**src/rtl/acc_feeder_if.sv**
```systemverilog
// Operand/result link between acc_feeder (master) and the accumulator core (slave).
interface acc_feeder_if #(
  parameter int IN_DATA_WIDTH = 8,
  parameter int DWIDTH        = 16
);
  logic                     run;
  logic                     valid;
  logic [IN_DATA_WIDTH-1:0] number;
  logic                     acc_valid;
  logic [DWIDTH-1:0]        acc_result;

  modport master (output run, valid, number, input acc_valid, acc_result);
  modport slave  (input run, valid, number, output acc_valid, acc_result);
endinterface

```
**src/rtl/acc_feeder.sv**
```systemverilog
// Batch sequencer: buffers operands, streams a batch into the accumulator core and
// reports post-minus-pre result. Define ACC_FEEDER_ERR_EN to add the sticky err_o flag.
module acc_feeder #(
  parameter int IN_DATA_WIDTH = 8,
  parameter int DWIDTH        = 16,
  parameter int DEPTH         = 8
) (
  input  logic                     clk,
  input  logic                     reset,
  input  logic                     wr_en_i,
  input  logic [IN_DATA_WIDTH-1:0] wr_data_i,
  output logic                     full_o,
  output logic [$clog2(DEPTH):0]   count_o,
  input  logic                     start_i,
  output logic                     busy_o,
  output logic                     done_o,
  output logic [DWIDTH-1:0]        result_o,
`ifdef ACC_FEEDER_ERR_EN
  output logic                     err_o,
`endif
  acc_feeder_if.master             core
);

  localparam int AW = $clog2(DEPTH);
  localparam int CW = AW + 1;
  localparam logic [AW-1:0] PTR_ONE  = AW'(1);
  localparam logic [CW-1:0] CNT_ONE  = CW'(1);
  localparam logic [CW-1:0] CNT_FULL = CW'(DEPTH);

  typedef enum logic [1:0] {S_IDLE, S_STREAM, S_DRAIN, S_DONE} state_t;

  state_t                   state_r;
  logic [IN_DATA_WIDTH-1:0] mem_r [DEPTH];
  logic [AW-1:0]            wr_ptr_r, rd_ptr_r;
  logic [CW-1:0]            count_r, count_nxt_s, len_r;
  logic                     full_r;
  logic [DWIDTH-1:0]        base_r, result_r;
  logic                     run_r, valid_r, busy_r, done_r;
  logic [IN_DATA_WIDTH-1:0] number_r;
  logic                     push_s, pop_s;

  // FIFO push/pop decisions and next occupancy
  always_comb begin
    push_s      = wr_en_i && !full_r;
    pop_s       = 1'b0;
    count_nxt_s = count_r;
    case (state_r)
      S_IDLE:   pop_s = start_i && (count_r != '0);
      S_STREAM: pop_s = (len_r != CNT_ONE);
      default:  pop_s = 1'b0;
    endcase
    case ({push_s, pop_s})
      2'b10:   count_nxt_s = count_r + CNT_ONE;
      2'b01:   count_nxt_s = count_r - CNT_ONE;
      default: count_nxt_s = count_r;
    endcase
  end

  // Operand storage; entries are only read after being written, so no reset needed
  always_ff @(posedge clk) begin
    if (push_s) mem_r[wr_ptr_r] <= wr_data_i;
  end

  // FIFO pointers and occupancy
  always_ff @(posedge clk or posedge reset) begin
    if (reset) begin
      wr_ptr_r <= '0;
      rd_ptr_r <= '0;
      count_r  <= '0;
      full_r   <= 1'b0;
    end else begin
      if (push_s) wr_ptr_r <= wr_ptr_r + PTR_ONE;
      if (pop_s)  rd_ptr_r <= rd_ptr_r + PTR_ONE;
      count_r <= count_nxt_s;
      full_r  <= (count_nxt_s == CNT_FULL);
    end
  end

  // Batch sequencer; len_r counts operands still to present including the current one
  always_ff @(posedge clk or posedge reset) begin
    if (reset) begin
      state_r  <= S_IDLE;
      len_r    <= '0;
      base_r   <= '0;
      result_r <= '0;
      run_r    <= 1'b0;
      valid_r  <= 1'b0;
      number_r <= '0;
      busy_r   <= 1'b0;
      done_r   <= 1'b0;
    end else begin
      case (state_r)
        S_IDLE: begin
          done_r <= 1'b0;
          if (start_i) begin
            base_r <= core.acc_result;
            busy_r <= 1'b1;
            run_r  <= 1'b1;
            if (count_r != '0) begin
              len_r    <= count_r;
              valid_r  <= 1'b1;
              number_r <= mem_r[rd_ptr_r];
              state_r  <= S_STREAM;
            end else begin
              len_r    <= '0;
              valid_r  <= 1'b0;
              number_r <= '0;
              state_r  <= S_DRAIN;
            end
          end
        end
        S_STREAM: begin
          if (len_r == CNT_ONE) begin
            valid_r  <= 1'b0;
            number_r <= '0;
            state_r  <= S_DRAIN;
          end else begin
            len_r    <= len_r - CNT_ONE;
            number_r <= mem_r[rd_ptr_r];
          end
        end
        S_DRAIN: begin
          // Core never clears, so the batch sum is the wrapped difference
          result_r <= core.acc_result - base_r;
          run_r    <= 1'b0;
          done_r   <= 1'b1;
          state_r  <= S_DONE;
        end
        S_DONE: begin
          done_r  <= 1'b0;
          busy_r  <= 1'b0;
          state_r <= S_IDLE;
        end
        default: begin
          run_r   <= 1'b0;
          valid_r <= 1'b0;
          busy_r  <= 1'b0;
          done_r  <= 1'b0;
          state_r <= S_IDLE;
        end
      endcase
    end
  end

`ifdef ACC_FEEDER_ERR_EN
  logic err_r;

  // Sticky error: overflow write or missing core valid at drain; new batch clears it
  always_ff @(posedge clk or posedge reset) begin
    if (reset) begin
      err_r <= 1'b0;
    end else if (wr_en_i && full_r) begin
      err_r <= 1'b1;
    end else if ((state_r == S_DRAIN) && (len_r != '0) && !core.acc_valid) begin
      err_r <= 1'b1;
    end else if ((state_r == S_IDLE) && start_i) begin
      err_r <= 1'b0;
    end else begin
      err_r <= err_r;
    end
  end

  assign err_o = err_r;
`endif

  assign full_o      = full_r;
  assign count_o     = count_r;
  assign busy_o      = busy_r;
  assign done_o      = done_r;
  assign result_o    = result_r;
  assign core.run    = run_r;
  assign core.valid  = valid_r;
  assign core.number = number_r;

endmodule

```
**src/flat_wrapper.sv**
```systemverilog
// flat-port wrapper written by rule: the top's interface ports become plain ports
module acc_feeder_flat 
#(
  parameter int IN_DATA_WIDTH = 8,
  parameter int DWIDTH        = 16,
  parameter int DEPTH         = 8
)
  (clk, reset, wr_en_i, wr_data_i, full_o, count_o, start_i, busy_o, done_o, result_o, core_run, core_valid, core_number, core_acc_valid, core_acc_result);
  acc_feeder_if #(.IN_DATA_WIDTH(IN_DATA_WIDTH), .DWIDTH(DWIDTH)) core_i ();
  input  logic clk;
  input  logic reset;
  input  logic wr_en_i;
  input  logic [IN_DATA_WIDTH-1:0] wr_data_i;
  output logic full_o;
  output logic [$clog2(DEPTH):0] count_o;
  input  logic start_i;
  output logic busy_o;
  output logic done_o;
  output logic [DWIDTH-1:0] result_o;
  output wire logic [$bits(core_i.run)-1:0] core_run;
  output wire logic [$bits(core_i.valid)-1:0] core_valid;
  output wire logic [$bits(core_i.number)-1:0] core_number;
  input wire logic [$bits(core_i.acc_valid)-1:0] core_acc_valid;
  input wire logic [$bits(core_i.acc_result)-1:0] core_acc_result;
  assign core_run = core_i.run;
  assign core_valid = core_i.valid;
  assign core_number = core_i.number;
  assign core_i.acc_valid = core_acc_valid;
  assign core_i.acc_result = core_acc_result;
  acc_feeder #(.IN_DATA_WIDTH(IN_DATA_WIDTH), .DWIDTH(DWIDTH), .DEPTH(DEPTH)) u_core (.clk(clk), .reset(reset), .wr_en_i(wr_en_i), .wr_data_i(wr_data_i), .full_o(full_o), .count_o(count_o), .start_i(start_i), .busy_o(busy_o), .done_o(done_o), .result_o(result_o), .core(core_i));
endmodule
```
**config.mk**
```make
export PLATFORM = sky130hd
export DESIGN_NAME = acc_feeder_flat
export DESIGN_NICKNAME = d
export VERILOG_FILES = /design/src/rtl/acc_feeder_if.sv /design/src/rtl/acc_feeder.sv /design/src/flat_wrapper.sv
export SDC_FILE = /design/constraint.sdc
export NUM_CORES = 1
export LEC_CHECK = 0
export CORE_MARGIN = 2
export CORE_UTILIZATION = 45
export CTS_BUF_LIST = sky130_fd_sc_hd__clkbuf_16
export DETAILED_ROUTE_END_ITERATION = 12
export HOLD_SLACK_MARGIN = 0.1
export MAX_ROUTING_LAYER = met4
export PLACE_DENSITY = 0.68
export SYNTH_ARGS = -nofsm -noshare
export SYNTH_HDL_FRONTEND = slang
export SYNTH_SLANG_ARGS = --single-unit
export TNS_END_PERCENT = 5
```
**constraint.sdc**
```tcl
create_clock -name clk -period 2.7 [get_ports clk]
set_clock_uncertainty 0.1 [all_clocks]
set_input_delay 0.27 -clock clk [delete_from_list [all_inputs] [get_ports clk]]
set_output_delay 0.27 -clock clk [all_outputs]
set_load 0.02 [all_outputs]
```
==> out/qor.csv <==
stage,metric,value,unit
layout,drive_above_1_share,0.182,
yosys,yosysWarnings,0,
global_route,antenna_found_initial,0,
worst_setup_path,path_cells,inv_2 -> ha_1 -> or3b_4 -> a22oi_4 -> nor2_2 -> xor2_1 -> ha_2 -> a21oi_2 -> nor3_2 -> or4_4 -> nand2_2 -> nor4b_2,
layout,synthToLayoutAreaGrowth,27.9,%
timing,final_hold_viol_count,0,
layout,n_antenna_cell,0,
layout,final_core_util,0.590,
yosys,syn_area,5820,µm²
clocking,cts_buffer_depth,2,
yosys,synth_compound_area_frac,0.102,
yosys,ys_ff_latch,125,
yosys,avgSynthCellArea,12.7,µm²
yosys,synthArstFlopShare,0.488,
worst_setup_path,r2r_end,u_core.full_o$_DFF_PP0_,
yosys,synth.largest_area_cell,edfxtp_1,
floorplan,core,12600,µm²
timing,max_freq,0.367,GHz
power,sequentialPowerShare,0.315,
drt,drt_iter0_drc,224,
clocking,htree_levels,4,
drt,num_vias,3920,
yosys,synth_top_family_by_area,compound AO/OA/AOI/OAI gates,
status,status,"complete, but fails checks",
yosys,synthMuxAreaShare,0.100,
worst_setup_path,cp.required,2.90,ns
power,power,0.00947,W
clocking,cts_tree,yes,
placement,port_buffers,60,
yosys,syn_nets,515,
clocking,cts_root_buf,clkbuf_16,
global_route,grt-ovfl-total,0,
yosys,synthTopCellsByArea,"edfxtp_1 (33%), dfrtp_1 (26%), mux4_2 (6.2%)",
power,powerDensity,1270,nW/µm²
clocking,clock-sinks,125,
layout,nets,610,
global_route,grt_max_degree,62,
global_route,grt_pass1_wl,19900,µm
worst_setup_path,rr_worst_depth,12,
power,p_leak,2.98,nW
worst_setup_path,rr_startpoint,u_core.len_r[1]$_DFFE_PP0P_,
power,clkPwrFrac,0.234,
yosys,synth-adder-area-share,0.0593,
yosys,syn_inst,459,
drt,dr.pass1.iters,4,
yosys,synth_enable_flop_cells,64,
floorplan,pin_count,62,
placement,gp_congestion,0.827,
global_route,grt_pass1_vias,4076,
worst_setup_path,crit_end,u_core.full_o$_DFF_PP0_,
timing,setup_slack,-0.0226,ns
worst_setup_path,cp_slowest_cell,or4_4,
clocking,cts_hold_buf,0,
timing,finalSetupViolCount,1,
drt,wirelength,12300,µm
power,p_int,0.00602,W
worst_setup_path,crit_type,flop to flop,
floorplan,rows,41,
yosys,seq_area_frac_synth,0.593,
worst_setup_path,arrival,2.92,ns
timing,slew_headroom,0.593,
yosys,ys.flop_type,edfxtp_1,
timing,rsz0062_at_grt,yes,
worst_setup_path,reg2reg_setup_slack,-0.02,ns
power,netSwitchingFraction,0.364,
yosys,synthSimpleGateAreaFrac,0.0886,
yosys,yosys.area_share.xor_xnor,0.0256,
timing,period_needed,2.72,ns
clocking,cts_buffers,17,
drt,ant_nets,0,
floorplan,start_util,0.461,
timing,worst_pin_slew,0.610,ns
clocking,clk_latency,0.42,ns
floorplan,die_h,118,µm
yosys,synth_top_area_frac,0.330,
power,p_comb_frac,0.450,
yosys,yosys.cell_types.count,52,
placement,hpwl,8200,µm
job,drv_cap,0,
worst_setup_path,worstSetupStartpoint,u_core.len_r[1]$_DFFE_PP0P_,
power,ir_drop,480,µV
drt,drc_errors,0,
drt,viasPerCell,5.30,
worst_setup_path,slowest_delay,0.53,ns
timing,slew_viol_final,0,
worst_setup_path,end_kind,flop,
timing,fin_crit_sh,1.01,
power,power_switching,0.00344,W
floorplan,die_width,118,µm
worst_setup_path,path_max_fanout,3,
drt,wl_per_cell,16.6,µm
floorplan,die-area,13900,µm²
status,violations,setup timing,
hold_path,min_path_type,primary input to async pin,
global_route,grtUsageTotal,0.191,
clocking,path_clk_slew,0.06,ns
worst_setup_path,startpoint_type,flop,
## per-stage QoR
stage	hold WS (ns)	cells	cell area [µm²]	setup WS [ns]	setup TNS (ns)
3_3_place_gp	0.364	703	6810	-0.0676	-0.158
5_1_grt	0.168	739	7440	-0.161	-0.190
3_5_place_dp	0.378	703	6810	-0.120	-0.372
2_1_floorplan	0.269	459	5840	0.00728	0
4_1_cts	0.140	739	7420	-0.0119	-0.0119
6_report	0.120	739	7440	-0.0226	-0.0226
## cells by family after synthesis
group                    Yosys count
multiplexers                      37
XOR/XNOR                          17
AO/OA/AOI/OAI                     95
buffers and inverters             45
flip-flops                       125
AND/OR/NAND/NOR                  113
adder cells (fa/ha/maj)           27
## repair_timing
item | CTS | global route
setup endpoints to repair | 2 | 3
setup buffers | 4 | 0
gates resized for setup | 3 | 4
pin swaps | 4 | 0
## cells in the mapped netlist (all sizes together) (2+ instances only)
cell and n:
a211oi 2, or4 2, nand2 53, edfxtp 64, a21o 4, o211ai 2
buf 7, dfrtp 61, inv 31, a31oi 2, o22ai 5, o21ai 38
a22o 2, o21a 6, nand2b 4, ha 26, o21bai 2, a21oi 18
nor2 25, mux2i 10, nor2b 4, mux4 16, nor4 2, clkbuf 7
mux2 11, or3 4, nor3 10, a22oi 2, o31ai 4, xnor2 13
o2111ai 2, xor2 4, nand3 2, nand4 3
## per-layer routing
layer / up-vias / GRT usage / routed length [µm]
li1: 1863 / - / -
met1: 1950 / 0.221 / 5320
met2: 81 / 0.314 / 6240
met3: 26 / 0.0460 / 479
met4: 0 / 0.0889 / 248
met5: - / - / 0
## flip-flops by register name (all words and copies together), names as in the netlist, 2 cells and up
name                cells
u_core.rd_ptr_r         3
u_core.state_r          2
u_core.core.number      8
u_core.base_r          16
u_core.len_r            4
u_core.mem_r           64
u_core.count_o          4
u_core.wr_ptr_r         3
u_core.result_o        16
## cell type report
class	instances	area, µm²
fillers	1047	5180
flip-flops and latches	125	3450
multi-input cells	289	2230
repair buffers	90	851
clock buffers	17	425
well taps	172	215
clock inverters	15	153
inverters	31	116
## critical path, delay by kind of cell, from the launching register on
family | cells | cell delay (ns)
simple gates | 6 | 1.22
flops | 1 | 0.38
compound gates | 2 | 0.35
fa+ha+maj | 2 | 0.33
xor+xnor | 1 | 0.16
buf+inv | 1 | 0.06
## layout by cell type (no fill, tap or decap), types with 5 or more instances in the layout
cell type	count
edfxtp_1	64
ha_1	24
mux2_2	11
clkdlybuf4s50_1	60
mux2i_1	10
buf_4	28
o21ai_0	36
inv_1	31
a21oi_1	17
nand2_1	52
nor3_1	9
clkbuf_16	17
xnor2_1	13
o21a_1	6
nor2_1	24
mux4_2	16
clkinv_4	6
o22ai_1	5
dfrtp_1	60
## how the worst min path moves through the flow
stage / startpoint / end / slack, ns
finish: reset / u_core.core.number[4]$_DFFE_PP0P_ / 0.12
detailed placement: u_core.core.number[2]$_DFFE_PP0P_ / u_core.core.number[2]$_DFFE_PP0P_ / 0.38
floorplan: wr_data_i[0] / u_core.mem_r[0][0]$_DFFE_PP_ / 0.27
global placement: u_core.core.number[1]$_DFFE_PP0P_ / u_core.core.number[1]$_DFFE_PP0P_ / 0.36
global route: reset / u_core.core.number[4]$_DFFE_PP0P_ / 0.17
CTS: reset / u_core.core.number[4]$_DFFE_PP0P_ / 0.14
## power by group through the flow
stage	Sequential (W)	Combinational [W]	Clock (W)
2_1_floorplan	0.00319	0.00257	0
3_3_place_gp	0.00299	0.00404	0
3_5_place_dp	0.00302	0.00417	0
4_1_cts	0.00299	0.00426	0.00225
5_1_grt	0.00305	0.00466	0.00233
6_report	0.00299	0.00426	0.00222
Note: power is estimated with default switching activity, not from simulation.
